File: config.mk
export PLATFORM = sky130hd
export DESIGN_NAME = detector_sequencer
export DESIGN_NICKNAME = d
export VERILOG_FILES = /design/src/rtl/detector_sequencer.sv
export SDC_FILE = /design/constraint.sdc
export NUM_CORES = 1
export LEC_CHECK = 0
export CAP_MARGIN = 20
export CORE_MARGIN = 2
export CORE_UTILIZATION = 35
export DETAILED_ROUTE_END_ITERATION = 7
export DONT_BUFFER_PORTS = 1
export HOLD_SLACK_MARGIN = 0.15
export MAX_ROUTING_LAYER = met4
export PLACE_DENSITY_LB_ADDON = 0.08
export SKIP_CTS_REPAIR_TIMING = 1
export SYNTH_ARGS = -nofsm -noshare
export SYNTH_HDL_FRONTEND = slang
export SYNTH_SLANG_ARGS = --single-unit
File: constraint.sdc
create_clock -name clock -period 2.4 [get_ports clock]
set_input_delay 0.36 -clock clock [delete_from_list [all_inputs] [get_ports clock]]
set_output_delay 0.36 -clock clock [all_outputs]
set_load 0.05 [all_outputs]
File: src/rtl/detector_sequencer.sv
// Serialises one pattern word into an external detector, MSB first, and
// collects the detector's one-cycle-late match responses into a hit mask,
// a hit count and a snapshot of the detector state bits.
//
// state    | meaning
// ---------+------------------------------------------------------------
// ST_IDLE  | waiting for start; start is level-sensitive here
// ST_SHIFT | driving word bit bit_idx on serial_out, bit_idx counts down
// ST_DRAIN | line idle, collecting the response to the last driven bit
// ST_DONE  | one-cycle completion pulse, results held
module detector_sequencer #(
   parameter int WIDTH = 8
) (
   input  logic             clock,
   input  logic             reset,
   input  logic             start,
   input  logic [WIDTH-1:0] word,
   input  logic [3:0]       length,
   input  logic             boolean,
   input  logic [3:0]       state,
   output logic             serial_out,
   output logic             busy,
   output logic             done,
   output logic [3:0]       hit_count,
   output logic [WIDTH-1:0] hit_mask,
   output logic [3:0]       last_state
);

   localparam int         IW   = (WIDTH > 1) ? $clog2(WIDTH) : 1;
   localparam logic [3:0] WLEN = 4'(WIDTH);

   typedef enum logic [1:0] {
      ST_IDLE,
      ST_SHIFT,
      ST_DRAIN,
      ST_DONE
   } st_t;

   st_t              cur_st;
   st_t              nxt_st;
   logic             accept;
   logic [3:0]       eff_len;
   logic [WIDTH-1:0] word_q;
   logic [IW-1:0]    bit_idx;
   logic [IW-1:0]    prev_idx;
   logic             prev_vld;

   // A zero or oversized length falls back to the full word width.
   assign eff_len = ((length == 4'd0) || (length > WLEN)) ? WLEN : length;

   // State register.
   always_ff @(posedge clock or posedge reset) begin
      if (reset) begin
         cur_st <= ST_IDLE;
      end else begin
         cur_st <= nxt_st;
      end
   end

   // Next-state decode; outputs depend only on registers, never on inputs.
   always_comb begin
      nxt_st     = cur_st;
      accept     = 1'b0;
      busy       = 1'b0;
      done       = 1'b0;
      serial_out = 1'b0;
      case (cur_st)
         ST_IDLE: begin
            if (start) begin
               accept = 1'b1;
               nxt_st = ST_SHIFT;
            end
         end
         ST_SHIFT: begin
            busy       = 1'b1;
            serial_out = word_q[bit_idx];
            if (bit_idx == '0) begin
               nxt_st = ST_DRAIN;
            end
         end
         ST_DRAIN: begin
            busy   = 1'b1;
            nxt_st = ST_DONE;
         end
         ST_DONE: begin
            done   = 1'b1;
            nxt_st = ST_IDLE;
         end
         default: nxt_st = ST_IDLE;
      endcase
   end

   // Pattern latch, bit down-counter and response collection. The detector
   // answers one cycle late, so each sample is credited to the bit index
   // that was on the line during the previous cycle (prev_idx/prev_vld).
   always_ff @(posedge clock or posedge reset) begin
      if (reset) begin
         word_q     <= '0;
         bit_idx    <= '0;
         prev_idx   <= '0;
         prev_vld   <= 1'b0;
         hit_count  <= 4'd0;
         hit_mask   <= '0;
         last_state <= 4'd0;
      end else begin
         prev_vld <= (cur_st == ST_SHIFT);
         prev_idx <= bit_idx;
         if (accept) begin
            word_q    <= word;
            bit_idx   <= IW'(eff_len - 4'd1);
            hit_count <= 4'd0;
            hit_mask  <= '0;
         end else begin
            if ((cur_st == ST_SHIFT) && (bit_idx != '0)) begin
               bit_idx <= bit_idx - 1'b1;
            end
            if (prev_vld && boolean) begin
               hit_mask[prev_idx] <= 1'b1;
               hit_count          <= hit_count + 4'd1;
            end
         end
         if (cur_st == ST_DRAIN) begin
            last_state <= state;
         end
      end
   end

endmodule

Yosys cells after proc, flatten, opt, wreduce, memory -nomap -nowiden:

Index checks and enable logic that the tools add are counted.

* bits in registers: 33
* bits of input ports: 20
* output and inout bits: 19

* add/subtract/negate cells: 3
* $lt $le $gt $ge: 4
* equal/unequal tests: 5
* muxes and demuxes: 19
* bitwise gates (word level): 1
* reductions and logical operators: 12

Operators by type and width (number)
* 2-to-1 mux 8 bit: 2
* 2-to-1 mux 3 bit: 3
* < comparator 3 x 4 -> 1 bit, second input constant: 2
* 2-to-1 mux 4 bit: 2
* OR 8 bit: 1
* case mux 2 bit (4 select lines): 1
* 2-to-1 mux 1 bit: 7
* subtractor 3 x 1 -> 3 bit, second input constant: 2
* adder 4 x 1 -> 4 bit, second input constant: 1
* == test 2 bit, second input constant: 2
* > comparator 4 bit, second input constant: 1
* zero test 4 bit: 1
* 2-to-1 mux 2 bit: 2
* inequality test 2 bit, second input constant: 2
* nonzero test 2 bit: 2
* binary-select mux 1 bit (select 3 bit): 1
* demux 1 bit (select 3 bit): 1
* >= comparator 3 x 1 -> 1 bit, second input constant: 1
* logical AND 1 bit: 3
* zero test 3 bit: 1
* nonzero test 3 bit: 1
* == test 2 x 1 -> 1 bit, second input constant: 1
* zero test 2 bit: 1
* AND reduction 2 bit: 1
* 2 further kinds: 2

Longest topological paths before layout:

Gate-level depths: netlist of the first run.

* depth after elaboration: 7
* depth in mapped cells: 9
* gate-level depth less buffers: 9

Worst setup path before layout of the first run:

Ideal clock, no wire load.

* path kind: reg-to-output
* from: reg cur_st[1]
* to: out serial_out
* arrival time: 2070 ps
* data required time: 2040 ps
* slack: -30 ps
* stages on the path, launching flop included: 5
* buffers on the path: 0
* cells stage by stage: dfrtp_1 > inv_1 > ha_1 > o21ai_0 > a211oi_1

* cells in the longest elaborated chain, start to end: 2

Ends and longest elaborated chain
* from (decl): RTL line 39 `st_t cur_st;`
* from (signal assigned): RTL line 56 `cur_st <= nxt_st;`
* == test 2 x 1 -> 1 bit: RTL line 67 `case (cur_st)`
* 2-to-1 mux 1 bit: RTL line 67
* to (decl): RTL line 21 `output logic serial_out,`

No other way between the ends.

Worst setup path after layout of the first run:

Same ends and word-level chain as after synthesis.

==> flow_summary.ini, run 1 <==
[sta]
clock-skew-final_ps = 4.10
relSlewSlack_pct = 62.3
setup_tns_ps = 0
holdWs_ps = 185
finalSetupViolCount = 0
worst_pin_slew_ps = 566
max_freq_mhz = 469
post-route-period-util_pct = 88.9
hold_viol = 0
drv_slew = 0
min_period_ps = 2130
rsz0062_at_grt = no

[worst_setup_path]
r2r_cells = 9
worst_r2r_endpoint = bit_idx[2]
worst_setup_path_end_kind = primary output
cp_max_fo = 9
crit_type = register to primary output
r2r_slack_ps = 380
cp.required_ps = 2040
worstReg2RegStart = cur_st[0]
cp-start-kind = register
arrival_ps = 1770

[yosys]
syn_nets = 172
postSynthCellCount = 145
syn_area_per_cell_um2 = 10.5
yosys_warnings = 0
seq_area_frac_synth_pct = 54.3
synth_area_um2 = 1520
synth_cell_types = 32
synth_seq_cells = 33

[global_routing]
track_usage_pct = 14.4
first_global_vias = 1144
grt_overflow = 0
grt_max_degree = 34
antenna_found_initial = 0
grt_pass1_wl_mm = 5.35

[final_layout]
num_antenna_cells = 0
final_net_count = 178
seq_area_um2 = 826
multi_input_area_um2 = 643
mostFrequentLayoutCells = dfrtp_1, nand2_1, nor2_1
syn_to_final_growth_pct = 10.5
drive_above_1_share_pct = 15.2
final_common_cell = dfrtp_1
fill_cells = 420

[place]
port_buffers = 0
finalWeightedCongestion = 0.747
dp_hpwl_mm = 2.15

[clock_tree]
cts_made_buffers = 5
clockRootBuffer = clkbuf_8
tritoncts = built
clockBufferDepth = 2
clk_latency_ps = 280
clk_pin_slew_ps = 70
cts_max_level = 2
cts.sinks = 33

[pwr]
p_seq_share_pct = 51.5
switching_share_pct = 48.1
p_leak_nw = 0.799
internal_power_w = 0.00145
p_clk_share_pct = 15.0
power_density_nw_per_um2 = 1660
p_sw_w = 0.00134
vdd_ir_drop_max_v = 0.000774
combPwrFrac_pct = 33.4

[routing]
routedWlPerCell_um = 14.7
viasPerCell = 5.05
initialDrtViolationCount = 55
first_pass_iters = 4
drcViolationCount = 0
num_vias = 1016
wl_mm = 2.96
postRouteAntennaNets = 0

[min_path]
min_path_cells = 2
hold_class = input pin to register
holdCritStartpoint = word[6]
holdPathEnd = word_q[6]

[die]
rows = 23
die_w_um = 69.9
initial_core_util_pct = 37.2
die_area_um2 = 4890
core_area_um2 = 4090
fp.dieH_um = 69.9
ios = 39

[flow_run]
max_cap_violations = 0

[status]
status = finished, final reports clean
==> critical path: stages, from the launching register on <==
cell and delay (ps):
dfrtp_1 410, inv_1 120, ha_1 340, o21ai_0 170
a211oi_2 230, buf_4 230
==> state kept, by name, indices dropped and copies added, names as in the netlist <==
signal and count:
word_q 8, hit_count 4, hit_mask 8, bit_idx 3, cur_st 2, prev_idx 3, prev_vld 1, last_state 4
==> Yosys cell counts <==
library cell | number | area share, %
a211oi_1 | 2 | 0.99
a21bo_2 | 1 | 0.66
a21oi_1 | 13 | 4.3
a31oi_1 | 2 | 0.82
and2_1 | 1 | 0.41
and3_1 | 1 | 0.41
and3b_1 | 1 | 0.58
buf_2 | 3 | 0.99
buf_4 | 1 | 0.49
buf_6 | 1 | 0.74
clkbuf_1 | 2 | 0.49
dfrtp_1 | 33 | 54
ha_1 | 7 | 5.8
inv_1 | 4 | 0.99
mux2_2 | 6 | 4.4
mux2_4 | 1 | 0.99
mux2i_1 | 1 | 0.66
mux4_2 | 1 | 1.5
nand2_1 | 28 | 6.9
nand3_1 | 3 | 0.99
nor2_1 | 14 | 3.5
nor2b_1 | 4 | 1.6
nor3b_1 | 2 | 0.99
o211a_1 | 1 | 0.66
o211ai_1 | 1 | 0.49
o21a_1 | 1 | 0.49
o21ai_0 | 4 | 1.3
o21ai_2 | 1 | 0.58
o31ai_2 | 1 | 0.82
or3_1 | 1 | 0.41
xnor2_1 | 1 | 0.58
xor2_1 | 2 | 1.2
==> power by group through the flow <==
stage / registers (W) / clock network, W / logic, W
after floorplan: 0.00135 / 0 / 0.000862
after global placement: 0.00145 / 0 / 0.000923
after detailed placement: 0.00146 / 0 / 0.000950
after CTS: 0.00145 / 0.000434 / 0.000952
after global routing: 0.00149 / 0.000460 / 0.00106
final: 0.00144 / 0.000419 / 0.000934
==> worst max path at each step <==
| stage | startpoint | to | slack [ps] |
|---|---|---|---|
| floorplan | cur_st[1] | serial_out | 420 |
| global placement | cur_st[0] | bit_idx[2] | 550 |
| detailed placement | cur_st[0] | bit_idx[2] | 400 |
| CTS | cur_st[1] | serial_out | 230 |
| global route | cur_st[1] | serial_out | 130 |
| finish | cur_st[1] | serial_out | 270 |
==> per-layer routing <==
metal / global-route usage, % / wire (µm) / up-vias
met5: - / 0 / -
met3: 6.06 / 165 / 2
li1: - / - / 495
met4: 3.85 / 17 / 0
met2: 23.2 / 1460 / 23
met1: 16.6 / 1330 / 496
==> cell type report <==
class,count,share of cell area [%]
flip-flops and latches,33,49.1
multi-input cells,101,38.3
clock buffers,7,5.14
well taps,50,3.72
repair buffers,6,2.83
inverters,4,0.894
==> cells by family (layout without fill, tap and decap cells) <==
family / after synthesis / after routing / synth area share (%)
flip-flops: 33 / 33 / 54.3
AND/OR/NAND/NOR: 55 / 55 / 15.8
AO/OA/AOI/OAI: 27 / 27 / 11.1
buffers and inverters: 11 / 17 / 3.70
adder cells (fa/ha/maj): 7 / 7 / 5.76
XOR/XNOR: 3 / 3 / 1.73
multiplexers: 9 / 9 / 7.57
==> per-stage QoR <==
step | total power, W | setup WS [ps] | utilization (%) | cells | area [µm²]
6_report | 0.00279 | 267 | 41.1 | 201 | 1680
5_1_grt | 0.00301 | 131 | 41.1 | 201 | 1680
4_1_cts | 0.00283 | 233 | 40.9 | 200 | 1670
3_5_place_dp | 0.00241 | 399 | 38.8 | 193 | 1580
3_3_place_gp | 0.00237 | 548 | 38.8 | 193 | 1580
2_1_floorplan | 0.00221 | 424 | - | 145 | 1530
(Power assumes the default switching activity.)
==> run 2, diff against run 1 <==
- clock period: 2.4 -> 2.15 ns (I/O delays scaled with it)
==> run 2 against run 1 <==
Worst setup slack got worse by 140 ps. Via count increased by 3.0%. Global-route usage decreased by 0.62 points. Flip-flop and latch count unchanged. First-iteration DRC count increased by 3.6%. Clock skew about the same. Core utilization increased by 2.1 points. Cell count increased by 2.5%. Largest power group unchanged. Critical path depth decreased by 1. Largest cell class unchanged.
==> flow_summary.ini, run 2 (synthesis results as in run 1) <==
[status]
status = finished, final reports clean

[routing]
drcViolationCount = 0
num_vias = 1046
postRouteAntennaNets = 0
initialDrtViolationCount = 57
viasPerCell = 5.08
routedWlPerCell_um = 14.6
top_layer_used = met4
first_pass_iters = 4
m1WireLength_mm = 1.32
met2WireLength_mm = 1.48
met3_length_um = 159
wl_mm = 3.01

[final_layout]
fill_cells = 411
final_net_count = 182
drive_above_1_share_pct = 19.2
final_common_cell = dfrtp_1
syn_to_final_growth_pct = 16.3
num_antenna_cells = 0
mostFrequentLayoutCells = dfrtp_1, nand2_1, nor2_1
finalNonFillerCells = 206
reg_top3 = hit_mask x8, word_q x8

[worst_setup_path]
worst_r2r_endpoint = bit_idx[2]
crit_path_start = bit_idx[2]
cp-start-kind = register
arrival_ps = 1700
r2r_slack_ps = 160
worst_setup_path_end_kind = primary output
crit_chain = mux2_2 > o21ai_0 > a211oi_2 > buf_4
cp.required_ps = 1830
crit_type = register to primary output
cpPeakStageDelay_ps = 550
worstReg2RegStart = cur_st[0]
r2r_cells = 9
slowest_stage = dfrtp_1
cp_max_fo = 10
crit_end = serial_out

[die]
die_area_um2 = 4890
initial_core_util_pct = 37.2
rows = 23
die_w_um = 69.9
ios = 39
fp.dieH_um = 69.9
core_area_um2 = 4090

[min_path]
hold_class = input pin to register

[sta]
relSlewSlack_pct = 66.3
setup_tns_ps = 0
min_period_ps = 2020
worst_pin_slew_ps = 506
post-route-period-util_pct = 94.1
max_freq_mhz = 494
worst_slack_ps = 127
rsz0062_at_grt = no
finalSetupViolCount = 0
clock-skew-final_ps = 4.20
hold_viol = 0
drv_slew = 0

[place]
placed_cells = 196
dp_hpwl_mm = 2.16
port_buffers = 0
dp_slack_ps = 127
finalWeightedCongestion = 0.721

[pwr]
vdd_ir_drop_max_v = 0.000618
power_density_nw_per_um2 = 1920
p_leak_nw = 0.842

[global_routing]
track_usage_pct = 13.8
first_global_vias = 1123
grt_pass1_wl_mm = 5.14
antenna_found_initial = 0
grt_overflow = 0
grt_max_degree = 34

[flow_run]
max_cap_violations = 0

[clock_tree]
clockRootBuffer = clkbuf_8
clk_pin_slew_ps = 70
cts_made_buffers = 5
clk_latency_ps = 280
tritoncts = built
cts.sinks = 33
cts_max_level = 2
clockBufferDepth = 2
==> run 2: report_power, final <==
group          leakage, nW  switching [W]  internal [W]
Clock               0.0681       0.000230      0.000461
Sequential           0.414       0.000609      0.000901
Combinational        0.360       0.000694      0.000497
Total                0.842        0.00153       0.00186
==> run 2: worst min path at each step <==
stage               startpoint  slack, ps  cells past startpoint            end
detailed placement       reset        340                      2  last_state[0]
floorplan           bit_idx[2]        350                      0    prev_idx[2]
global route           word[0]        150                      2      word_q[0]
finish                 word[7]        150                      2      word_q[7]
global placement         reset        330                      2  last_state[0]
CTS                      reset         30                      2  last_state[0]
==> run 2: metal layers <==
layer,GRT usage (%),vias up
li1,-,509
met5,-,-
met4,6.62,0
met2,22.3,31
met3,5.34,4
met1,14.8,502
==> run 2: cell type report <==
class / count / area (µm²) / share of cell area (%)
timing repair buffer: 10 / 80.1 / 4.53
tap: 50 / 62.6 / 3.54
inverter: 4 / 15.0 / 0.849
multi-input combinational: 101 / 651 / 36.8
clock buffer: 5 / 68.8 / 3.89
clock inverter: 3 / 65.1 / 3.68
sequential: 33 / 826 / 46.7
==> run 2: critical path: cells and delay by family, from the launching register on <==
family,cells,cell delay [ps]
mux,1,380
flops,1,550
buf+inv,1,210
compound gates,2,280
==> run 2: metrics by stage <==
step           cell area [µm²]  hold slack [ps]  util (%)  total power [W]
6_report                  1770              146      43.3          0.00339
5_1_grt                   1770              151      43.3          0.00362
4_1_cts                   1740             26.6      42.6          0.00344
3_5_place_dp              1610              337      39.3          0.00273
3_3_place_gp              1610              331      39.3          0.00269
2_1_floorplan             1530              349         -          0.00247
==> run 3, diff against run 2 <==
- PLACE_DENSITY: unset -> 0.47
- PLACE_DENSITY_LB_ADDON: 0.08 -> unset
==> run 3 against run 2 <==
Clock power fell by 35%. Worst hold slack barely moved. Sequential power barely moved. Core utilization fell by 1.1 points. Critical path type unchanged. Largest power group unchanged.
==> flow_summary.ini, run 3 (synthesis results as in run 1) <==
[status]
status = finished, final reports clean

[worst_setup_path]
slowest_stage = dfrtp_1
path_delay_family = flip-flops
cp-start-kind = register
crit_type = register to primary output
crit_chain = mux2_2 > o21ai_0 > a211oi_2 > buf_4
cpPeakStageDelay_ps = 560
cp.required_ps = 1830
arrival_ps = 1680
worst_setup_path_end_kind = primary output
cp_max_fo = 10
crit_path_start = bit_idx[2]
timing.critical_path.buf_inv = 1
r2r_slack_ps = 210
worstReg2RegStart = cur_st[0]

[final_layout]
syn_to_final_growth_pct = 13.4
num_antenna_cells = 0
multi_input_area_um2 = 651
drive_above_1_share_pct = 19.1
seq_area_um2 = 826
final_util_pct = 42.2
fill_cells = 422
final_net_count = 183
final_common_cell = dfrtp_1
reg_top3 = hit_mask x8, word_q x8
mostFrequentLayoutCells = dfrtp_1, nand2_1, nor2_1

[die]
die_area_um2 = 4890
die_w_um = 69.9
initial_core_util_pct = 37.2
rows = 23
ios = 39
fp.dieH_um = 69.9
core_area_um2 = 4090

[sta]
max_freq_mhz = 499
setup_tns_ps = 0
finalSetupViolCount = 0
holdWs_ps = 146
clock-skew-final_ps = 3.51
relSlewSlack_pct = 67.0
drv_slew = 0
post-route-period-util_pct = 93.3
hold_viol = 0
rsz0062_at_grt = no
worst_pin_slew_ps = 497
min_period_ps = 2010

[clock_tree]
cts_max_level = 2
clk_pin_slew_ps = 70
cts_made_buffers = 5
tritoncts = built
clockBufferDepth = 2
clockRootBuffer = clkbuf_8
clk_latency_ps = 280
cts.sinks = 33

[global_routing]
grt_max_degree = 34
antenna_found_initial = 0
grt_overflow = 0
grt_pass1_wl_mm = 5.25
track_usage_pct = 14.3
first_global_vias = 1125

[routing]
viasPerCell = 5.16
num_vias = 1069
routedWlPerCell_um = 14.9
postRouteAntennaNets = 0
initialDrtViolationCount = 32
wl_mm = 3.08
first_pass_iters = 4
drcViolationCount = 0

[pwr]
vdd_ir_drop_max_v = 0.000727
power_density_nw_per_um2 = 1840
p_leak_nw = 0.826

[flow_run]
max_cap_violations = 0

[min_path]
hold_class = input pin to register
holdCritStartpoint = word[0]

[place]
finalWeightedCongestion = 0.731
port_buffers = 0
dp_hpwl_mm = 2.24
==> run 3: layer usage <==
metal	GRT usage, %	up-vias	share of wire [%]	wire, µm
met2	22.8	33	51	1570
met3	5.34	4	5.9	183
met1	15.7	522	42	1290
met4	7.26	0	1.3	39
met5	-	-	0	0
li1	-	510	-	-
==> run 3: report_power, final <==
| part | switching (W) | internal (W) | total, W |
|---|---|---|---|
| sequential | 0.000624 | 0.000902 | 0.00153 |
| clock | 0.000224 | 0.000224 | 0.000448 |
| combinational | 0.000689 | 0.000507 | 0.00120 |
==> run 3: final timing paths <==
check                                      to  cells past startpoint
worst max-delay path               serial_out                      4
worst min-delay path                word_q[0]                      2
min in group asynchronous       last_state[2]                      3
max in group asynchronous           cur_st[0]                      3
worst max register to register     bit_idx[2]                      9
worst min register to register      word_q[1]                      2
==> run 3: per-stage QoR <==
stage	instance area [µm²]	std cells	total power, W	setup WS, ps
3_5_place_dp	1610	197	0.00275	97.4
2_1_floorplan	1530	145	0.00247	211
6_report	1720	207	0.00317	144
5_1_grt	1720	207	0.00340	46.3
3_3_place_gp	1610	197	0.00269	302
4_1_cts	1700	205	0.00321	75.3
==> run 3: final cells by class <==
type | instances | share of cell area (%)
Clock buffer | 6 | 4.21
Clock inverter | 2 | 0.581
Inverter | 4 | 0.871
Multi-Input combinational cell | 101 | 37.7
Sequential cell | 33 | 47.9
Tap cell | 50 | 3.63
Timing Repair Buffer | 11 | 5.08
